[src/rtl/float_div_seq_if.sv]
// Operand/result handshake bundle for float_div_seq: valid/ready on the operand side
// and on the result side, operands and result in packed {sign, exp, frac} format.
interface float_div_seq_if #(
  parameter int unsigned EXP_W  = 8,
  parameter int unsigned FRAC_W = 23
);
  localparam int unsigned W = 1 + EXP_W + FRAC_W;

  logic         in_valid;
  logic         in_ready;
  logic [W-1:0] a;
  logic [W-1:0] b;
  logic         out_valid;
  logic         out_ready;
  logic [W-1:0] result;
  logic [4:0]   flags;

  modport master (
    output in_valid, a, b, out_ready,
    input  in_ready, out_valid, result, flags
  );

  modport slave (
    input  in_valid, a, b, out_ready,
    output in_ready, out_valid, result, flags
  );
endinterface

[src/rtl/float_div_seq.sv]
// Multi-cycle IEEE-754 divider (a / b, round-to-nearest-even) using restoring division,
// one quotient bit per cycle; subnormal operands and results flush to zero.
module float_div_seq #(
  parameter int unsigned EXP_W  = 8,
  parameter int unsigned FRAC_W = 23,
  parameter int unsigned BIAS   = 127
) (
  input  logic           clk,
  input  logic           rst_n,
  float_div_seq_if.slave bus
);
  localparam int unsigned W  = 1 + EXP_W + FRAC_W;
  localparam int unsigned MW = FRAC_W + 1;
  localparam int unsigned QW = FRAC_W + 3;
  localparam int unsigned EW = EXP_W + 2;
  localparam int unsigned CW = $clog2(QW);

  localparam logic signed [EW-1:0] EXP_MAX  = EW'((2 ** EXP_W) - 1);
  localparam logic signed [EW-1:0] EXP_ZERO = '0;
  localparam logic signed [EW-1:0] EXP_ONE  = EW'(1);
  localparam logic signed [EW-1:0] EXP_BIAS = EW'(BIAS);

  typedef enum logic [2:0] {
    S_IDLE,
    S_CHECK,
    S_DIV,
    S_NORM,
    S_ROUND,
    S_DONE
  } state_t;

  state_t state_q, state_d;

  logic [W-1:0]           a_q, a_d;
  logic [W-1:0]           b_q, b_d;
  logic                   sign_q, sign_d;
  logic                   special_q, special_d;
  logic [W-1:0]           spec_res_q, spec_res_d;
  logic [4:0]             spec_flg_q, spec_flg_d;
  logic signed [EW-1:0]   exp_q, exp_d;
  logic [MW:0]            rem_q, rem_d;
  logic [QW-1:0]          quo_q, quo_d;
  logic [CW-1:0]          cnt_q, cnt_d;
  logic [W-1:0]           result_q, result_d;
  logic [4:0]             flags_q, flags_d;

  logic                   in_ready, out_valid;

  // Operand classification
  logic [EXP_W-1:0]  ea, eb;
  logic [FRAC_W-1:0] fa, fb;
  logic              sa, sb;
  logic              a_zero, b_zero, a_inf, b_inf, a_nan, b_nan;
  logic [MW-1:0]     mb;

  assign sa     = a_q[W-1];
  assign sb     = b_q[W-1];
  assign ea     = a_q[W-2 -: EXP_W];
  assign eb     = b_q[W-2 -: EXP_W];
  assign fa     = a_q[FRAC_W-1:0];
  assign fb     = b_q[FRAC_W-1:0];
  assign a_zero = (ea == '0);
  assign b_zero = (eb == '0);
  assign a_inf  = (ea == '1) && (fa == '0);
  assign b_inf  = (eb == '1) && (fb == '0);
  assign a_nan  = (ea == '1) && (fa != '0);
  assign b_nan  = (eb == '1) && (fb != '0);
  assign mb     = {1'b1, fb};

  // Restoring step: a set bit means the divisor fits; diff stays below mb so it fits in MW bits
  logic          fits;
  logic [MW-1:0] diff;

  assign fits = (rem_q >= {1'b0, mb});
  assign diff = fits ? (rem_q[MW-1:0] - mb) : rem_q[MW-1:0];

  // Rounding: hidden bit is always set after NORM, so the carry out of the fraction
  // is the carry out of the whole significand and leaves a zero fraction behind
  logic                 guard, rnd, sticky, round_up, carry, inexact;
  logic [FRAC_W:0]      frac_sum;
  logic signed [EW-1:0] exp_r;

  assign guard    = quo_q[1];
  assign rnd      = quo_q[0];
  assign sticky   = (rem_q != '0);
  assign round_up = guard & (rnd | sticky | quo_q[2]);
  assign frac_sum = {1'b0, quo_q[QW-2:2]} + {{FRAC_W{1'b0}}, round_up};
  assign carry    = frac_sum[FRAC_W];
  assign inexact  = guard | rnd | sticky;
  assign exp_r    = exp_q + $signed({{(EW-1){1'b0}}, carry});

  always_ff @(posedge clk or negedge rst_n) begin
    if (!rst_n) begin
      state_q <= S_IDLE;
    end else begin
      state_q <= state_d;
    end
  end

  // Specials detour through ROUND so their result lands two edges after accept
  always_comb begin
    state_d = state_q;
    unique case (state_q)
      S_IDLE:  if (bus.in_valid) state_d = S_CHECK;
      S_CHECK: state_d = special_d ? S_ROUND : S_DIV;
      S_DIV:   if (cnt_q == '0) state_d = S_NORM;
      S_NORM:  state_d = S_ROUND;
      S_ROUND: state_d = S_DONE;
      S_DONE:  if (bus.out_ready) state_d = S_IDLE;
      default: state_d = S_IDLE;
    endcase
  end

  always_comb begin
    in_ready  = (state_q == S_IDLE);
    out_valid = (state_q == S_DONE);
  end

  assign bus.in_ready  = in_ready;
  assign bus.out_valid = out_valid;
  assign bus.result    = result_q;
  assign bus.flags     = flags_q;

  always_comb begin
    a_d        = a_q;
    b_d        = b_q;
    sign_d     = sign_q;
    special_d  = special_q;
    spec_res_d = spec_res_q;
    spec_flg_d = spec_flg_q;
    exp_d      = exp_q;
    rem_d      = rem_q;
    quo_d      = quo_q;
    cnt_d      = cnt_q;
    result_d   = result_q;
    flags_d    = flags_q;
    unique case (state_q)
      S_IDLE: begin
        if (bus.in_valid) begin
          a_d = bus.a;
          b_d = bus.b;
        end
      end
      S_CHECK: begin
        sign_d     = sa ^ sb;
        special_d  = 1'b1;
        spec_flg_d = '0;
        exp_d      = $signed({2'b00, ea}) - $signed({2'b00, eb}) + EXP_BIAS;
        rem_d      = {2'b01, fa};
        quo_d      = '0;
        cnt_d      = CW'(QW - 1);
        if (a_nan || b_nan || (a_zero && b_zero) || (a_inf && b_inf)) begin
          spec_res_d = {1'b0, {EXP_W{1'b1}}, 1'b1, {(FRAC_W-1){1'b0}}};
          spec_flg_d = 5'b10000;
        end else if (a_inf) begin
          spec_res_d = {sa ^ sb, {EXP_W{1'b1}}, {FRAC_W{1'b0}}};
        end else if (b_zero) begin
          spec_res_d = {sa ^ sb, {EXP_W{1'b1}}, {FRAC_W{1'b0}}};
          spec_flg_d = 5'b01000;
        end else if (a_zero || b_inf) begin
          spec_res_d = {sa ^ sb, {(W-1){1'b0}}};
        end else begin
          special_d = 1'b0;
        end
      end
      S_DIV: begin
        rem_d = {diff, 1'b0};
        quo_d = {quo_q[QW-2:0], fits};
        cnt_d = cnt_q - CW'(1);
      end
      S_NORM: begin
        if (!quo_q[QW-1]) begin
          quo_d = {quo_q[QW-2:0], 1'b0};
          exp_d = exp_q - EXP_ONE;
        end
      end
      S_ROUND: begin
        if (special_q) begin
          result_d = spec_res_q;
          flags_d  = spec_flg_q;
        end else if (exp_r >= EXP_MAX) begin
          result_d = {sign_q, {EXP_W{1'b1}}, {FRAC_W{1'b0}}};
          flags_d  = 5'b00101;
        end else if (exp_r <= EXP_ZERO) begin
          result_d = {sign_q, {(W-1){1'b0}}};
          flags_d  = 5'b00011;
        end else begin
          result_d = {sign_q, exp_r[EXP_W-1:0], frac_sum[FRAC_W-1:0]};
          flags_d  = {4'b0000, inexact};
        end
      end
      default: ;
    endcase
  end

  always_ff @(posedge clk or negedge rst_n) begin
    if (!rst_n) begin
      a_q        <= '0;
      b_q        <= '0;
      sign_q     <= 1'b0;
      special_q  <= 1'b0;
      spec_res_q <= '0;
      spec_flg_q <= '0;
      exp_q      <= '0;
      rem_q      <= '0;
      quo_q      <= '0;
      cnt_q      <= '0;
      result_q   <= '0;
      flags_q    <= '0;
    end else begin
      a_q        <= a_d;
      b_q        <= b_d;
      sign_q     <= sign_d;
      special_q  <= special_d;
      spec_res_q <= spec_res_d;
      spec_flg_q <= spec_flg_d;
      exp_q      <= exp_d;
      rem_q      <= rem_d;
      quo_q      <= quo_d;
      cnt_q      <= cnt_d;
      result_q   <= result_d;
      flags_q    <= flags_d;
    end
  end
endmodule

[src/flat_wrapper.sv]
// flat-port wrapper written by rule: the top's interface ports become plain ports
module float_div_seq_flat 
#(
  parameter int unsigned EXP_W  = 8,
  parameter int unsigned FRAC_W = 23,
  parameter int unsigned BIAS   = 127
)
  (clk, rst_n, bus_in_valid, bus_a, bus_b, bus_out_ready, bus_in_ready, bus_out_valid, bus_result, bus_flags);
  float_div_seq_if #(.EXP_W(EXP_W), .FRAC_W(FRAC_W)) bus_i ();
  input  logic clk;
  input  logic rst_n;
  input wire logic [$bits(bus_i.in_valid)-1:0] bus_in_valid;
  input wire logic [$bits(bus_i.a)-1:0] bus_a;
  input wire logic [$bits(bus_i.b)-1:0] bus_b;
  input wire logic [$bits(bus_i.out_ready)-1:0] bus_out_ready;
  output wire logic [$bits(bus_i.in_ready)-1:0] bus_in_ready;
  output wire logic [$bits(bus_i.out_valid)-1:0] bus_out_valid;
  output wire logic [$bits(bus_i.result)-1:0] bus_result;
  output wire logic [$bits(bus_i.flags)-1:0] bus_flags;
  assign bus_i.in_valid = bus_in_valid;
  assign bus_i.a = bus_a;
  assign bus_i.b = bus_b;
  assign bus_i.out_ready = bus_out_ready;
  assign bus_in_ready = bus_i.in_ready;
  assign bus_out_valid = bus_i.out_valid;
  assign bus_result = bus_i.result;
  assign bus_flags = bus_i.flags;
  float_div_seq #(.EXP_W(EXP_W), .FRAC_W(FRAC_W), .BIAS(BIAS)) u_core (.clk(clk), .rst_n(rst_n), .bus(bus_i));
endmodule
[config.mk]
export PLATFORM = sky130hd
export DESIGN_NAME = float_div_seq_flat
export DESIGN_NICKNAME = d
export VERILOG_FILES = /design/src/rtl/float_div_seq_if.sv /design/src/rtl/float_div_seq.sv /design/src/flat_wrapper.sv
export SDC_FILE = /design/constraint.sdc
export NUM_CORES = 1
export LEC_CHECK = 0
export ABC_AREA = 1
export CORE_MARGIN = 8
export CORE_UTILIZATION = 45
export CTS_BUF_LIST = sky130_fd_sc_hd__clkbuf_2 sky130_fd_sc_hd__clkbuf_4 sky130_fd_sc_hd__clkbuf_8
export CTS_CLUSTER_SIZE = 14
export DETAILED_ROUTE_END_ITERATION = 8
export MAX_ROUTING_LAYER = met4
export PLACE_DENSITY = 0.65
export SYNTH_ARGS = -nofsm -noshare
export SYNTH_HDL_FRONTEND = slang
export SYNTH_SLANG_ARGS = --single-unit
[constraint.sdc]
create_clock -name clk -period 4.85 [get_ports clk]
set_input_delay 0.485 -clock clk [delete_from_list [all_inputs] [get_ports clk]]
set_output_delay 0.485 -clock clk [all_outputs]
set_load 0.005 [all_outputs]
==> results.toml <==
[run]
cap_violations = 0

[logic_synthesis]
yosysTopAreaCellShare = 0.4053
yosysTopAreaCell = "dfrtp_1"
synth_seq_area_share = 0.4053
yosys_warnings = 0
synth-adder-area-share = 0.04832
synthXorXnorAreaFrac = 0.01591
yosys.area_share.simple = 0.3039
synth_cell_types = 50
synth-compound-area-share = 0.1279
synthArstFlopShare = 1.000
synth_area_leaders = "dfrtp_1 (41%), nand2_1 (12%), inv_1 (6.9%)"
synth-edff-count = 0
netlist_instances = 1485
syn_avg_cell_area_um2 = 7.359
synth_top_family_by_area = "simple AND/OR/NAND/NOR gates"
synth_seq_cells = 177
syn_nets = 1594
synth_area_um2 = 10930
muxShareOfSynthArea = 0.007213
ys.flop_type = "dfrtp_1"

[clock_network]
numCtsBuffers = 17
ctsResizeCount = 0
clk_pin_slew_ns = 0.10
cts_hold_buf = 0
cts_htree_levels = 4
clock_latency_ns = 0.48
cts-root-buf = "clkbuf_8"
clock_sinks = 177
cts_tree = "done"
cts_buffer_depth = 2
postCtsSetupBuffers = 0

[critical_path]
crit_chain = "nand2_1 -> nor2_1 -> nand3_2 -> inv_1 -> nand4_1 -> nor2_2 -> nand2_1 -> nor2_1 -> nand3_1 -> nor3_1 -> ha_1 -> ha_1 -> or2_2 -> a21oi_1 -> nand2_1 -> nor2_1 -> nand3_2 -> nand2_4 -> inv_2 -> nand3_2 -> o21ai_0"
crit_path_start_kind = "register"
r2r_start = "u_core.quo_q[4]"
end_kind = "register"
criticalPathCategory = "reg -> reg"
worstPathArrival_ns = 4.10
required_ns = 5.21
worstPathMaxFanout = 11
max_stage_delay_ns = 0.43
critPathSlowestCell = "dfrtp_1"
crit_start = "u_core.quo_q[4]"

[timing]
final.period_utilization = 0.7717
worstMarginPinSlew_ns = 1.095
slew_headroom = 0.2693
rsz0062_at_grt = "no"
layout_setup_ws_ns = 1.107
maxSlewViolCount = 0
max_freq_mhz = 267.2
fin_crit_ns = 3.743
fin_setup_tns_ns = 0
setup_violations = 0
clock_skew_ns = 0.02313
finalHoldViolCount = 0

[power_and_ir_drop]
p_per_area_nw_per_um2 = 658.0
p_leak_nw = 6.172
vdd_drop_max_mv = 0.3045

[detailed_routing]
wire_per_inst_um = 15.83
drt_iter0_drc = 724
vias = 10051
ant_nets = 0
viasPerCell = 5.265
drt_wl_total_um = 30230
dr.pass1.iters = 5
drc = 0

[finish]
final_cell_area_um2 = 12600
n_antenna_cell = 0
utilization = 0.5226
areaGrowthSynthToFinish_pct = 15.28
drive_gt1_frac = 0.06246
mostFrequentLayoutCell = "nand2_1"
final_cell_mix = "nand2_1 (340), inv_1 (201), dfrtp_1 (177)"
final_nets = 1681

[die]
placementRows = 57
ios = 107
die-area_um2 = 29530
die_x_um = 171.8
start_util = 0.4533
core_region_area_um2 = 24110
dieHeight_um = 171.8

[placement]
io_buffers = 106
post-place-ws_ns = 1.110
gp_congestion = 0.9502
dpl_cell_area_um2 = 12230
dpl.hpwl_um = 22830

[global_route]
grt_pass1_vias = 9814
grt_overflow = 0
antenna_found_initial = 0
grt_pass1_wl_um = 49670
grt_max_degree = 87
grt_usage = 0.2164

[min_path]
hold_class = "in -> async"

[status]
run_status = "finished, final reports clean"
-- worst paths after layout --
path | endpoint | slack [ns] | cells past startpoint
worst max-delay path | u_core.bus.result[2] | 1.11 | 21
worst min-delay path | u_core.b_q[31] | 0.05 | 1
min in group clk | u_core.spec_res_q[22] | 0.48 | 2
worst min register to register | u_core.spec_res_q[22] | 0.48 | 2
max in group asynchronous | u_core.a_q[18] | 3.65 | 2
worst max register to register | u_core.bus.result[2] | 1.11 | 21
-- power by group --
| part | switching (mW) | leakage, nW | internal (mW) |
|---|---|---|---|
| logic | 3.21 | 3.83 | 1.72 |
| registers | 0.364 | 2.15 | 1.99 |
| clock network | 0.607 | 0.189 | 0.396 |
| total | 4.19 | 6.17 | 4.10 |
-- per-layer routing --
layer  up-vias  GRT usage  part of all wire
met5         -          -                 0
met1      4685     0.2781              0.46
met2       261     0.3465              0.47
met4         0    0.07834             0.031
li1       5050          -                 -
met3        55    0.02869             0.043
-- cell usage after synthesis (all sizes together) (6+ instances only) --
cell	n
nand2	354
inv	211
dfrtp	177
nor2	163
nand3	122
a21oi	110
o21ai	83
nand4	64
ha	39
buf	28
nor3	21
o22ai	20
clkbuf	14
o21bai	13
xnor2	10
xor2	9
mux2	7
nor4	7
a21o	6
-- worst max-delay path, delay by kind of cell (launching register included) --
family                     cells  cell delay (ns)
adders and majority gates      2             0.59
DFF                            1             0.43
AOI/OAI and AO/OA              2             0.21
buffers and inverters          2             0.23
and+or+nand+nor               15             2.16
-- through the flow --
step / power [mW] / std cells / hold slack (ns)
global placement: 7.200 / 1877 / 0.4615
floorplan: 6.011 / 1485 / 0.1894
global route: 9.098 / 1909 / 0.1016
finish: 8.290 / 1909 / 0.05068
CTS: 8.288 / 1909 / 0.07127
detailed placement: 7.261 / 1877 / 0.4643
-- cell type report --
| cell class | instances | area [um2] |
|---|---|---|
| Clock buffer | 19 | 255.2 |
| Multi-Input combinational cell | 1055 | 5507 |
| Inverter | 211 | 792.0 |
| Sequential cell | 177 | 4429 |
| Clock inverter | 13 | 117.6 |
| Fill cell | 2433 | 11510 |
| Tap cell | 324 | 405.4 |
| Timing Repair Buffer | 110 | 1092 |
-- state kept, by name (all words and copies together) (netlist names) --
| name | flops |
|---|---|
| u_core.state_q | 3 |
| u_core.sign_q | 1 |
| u_core.spec_res_q | 3 |
| u_core.cnt_q | 5 |
| u_core.bus.flags | 5 |
| u_core.spec_flg_q | 2 |
| u_core.a_q | 32 |
| u_core.special_q | 1 |
| u_core.rem_q | 25 |
| u_core.bus.result | 32 |
| u_core.quo_q | 26 |
| u_core.b_q | 32 |
| u_core.exp_q | 10 |
-- cell families (layout without fill, tap and decap cells) --
kind of cell             Yosys count  count (layout)
adder cells (fa/ha/maj)           41              41
XOR/XNOR                          19              19
flip-flops                       177             177
multiplexers                       7               7
AO/OA/AOI/OAI                    249             249
buffers and inverters            253             353
AND/OR/NAND/NOR                  739             739
Power figures use the tool's default switching activity.
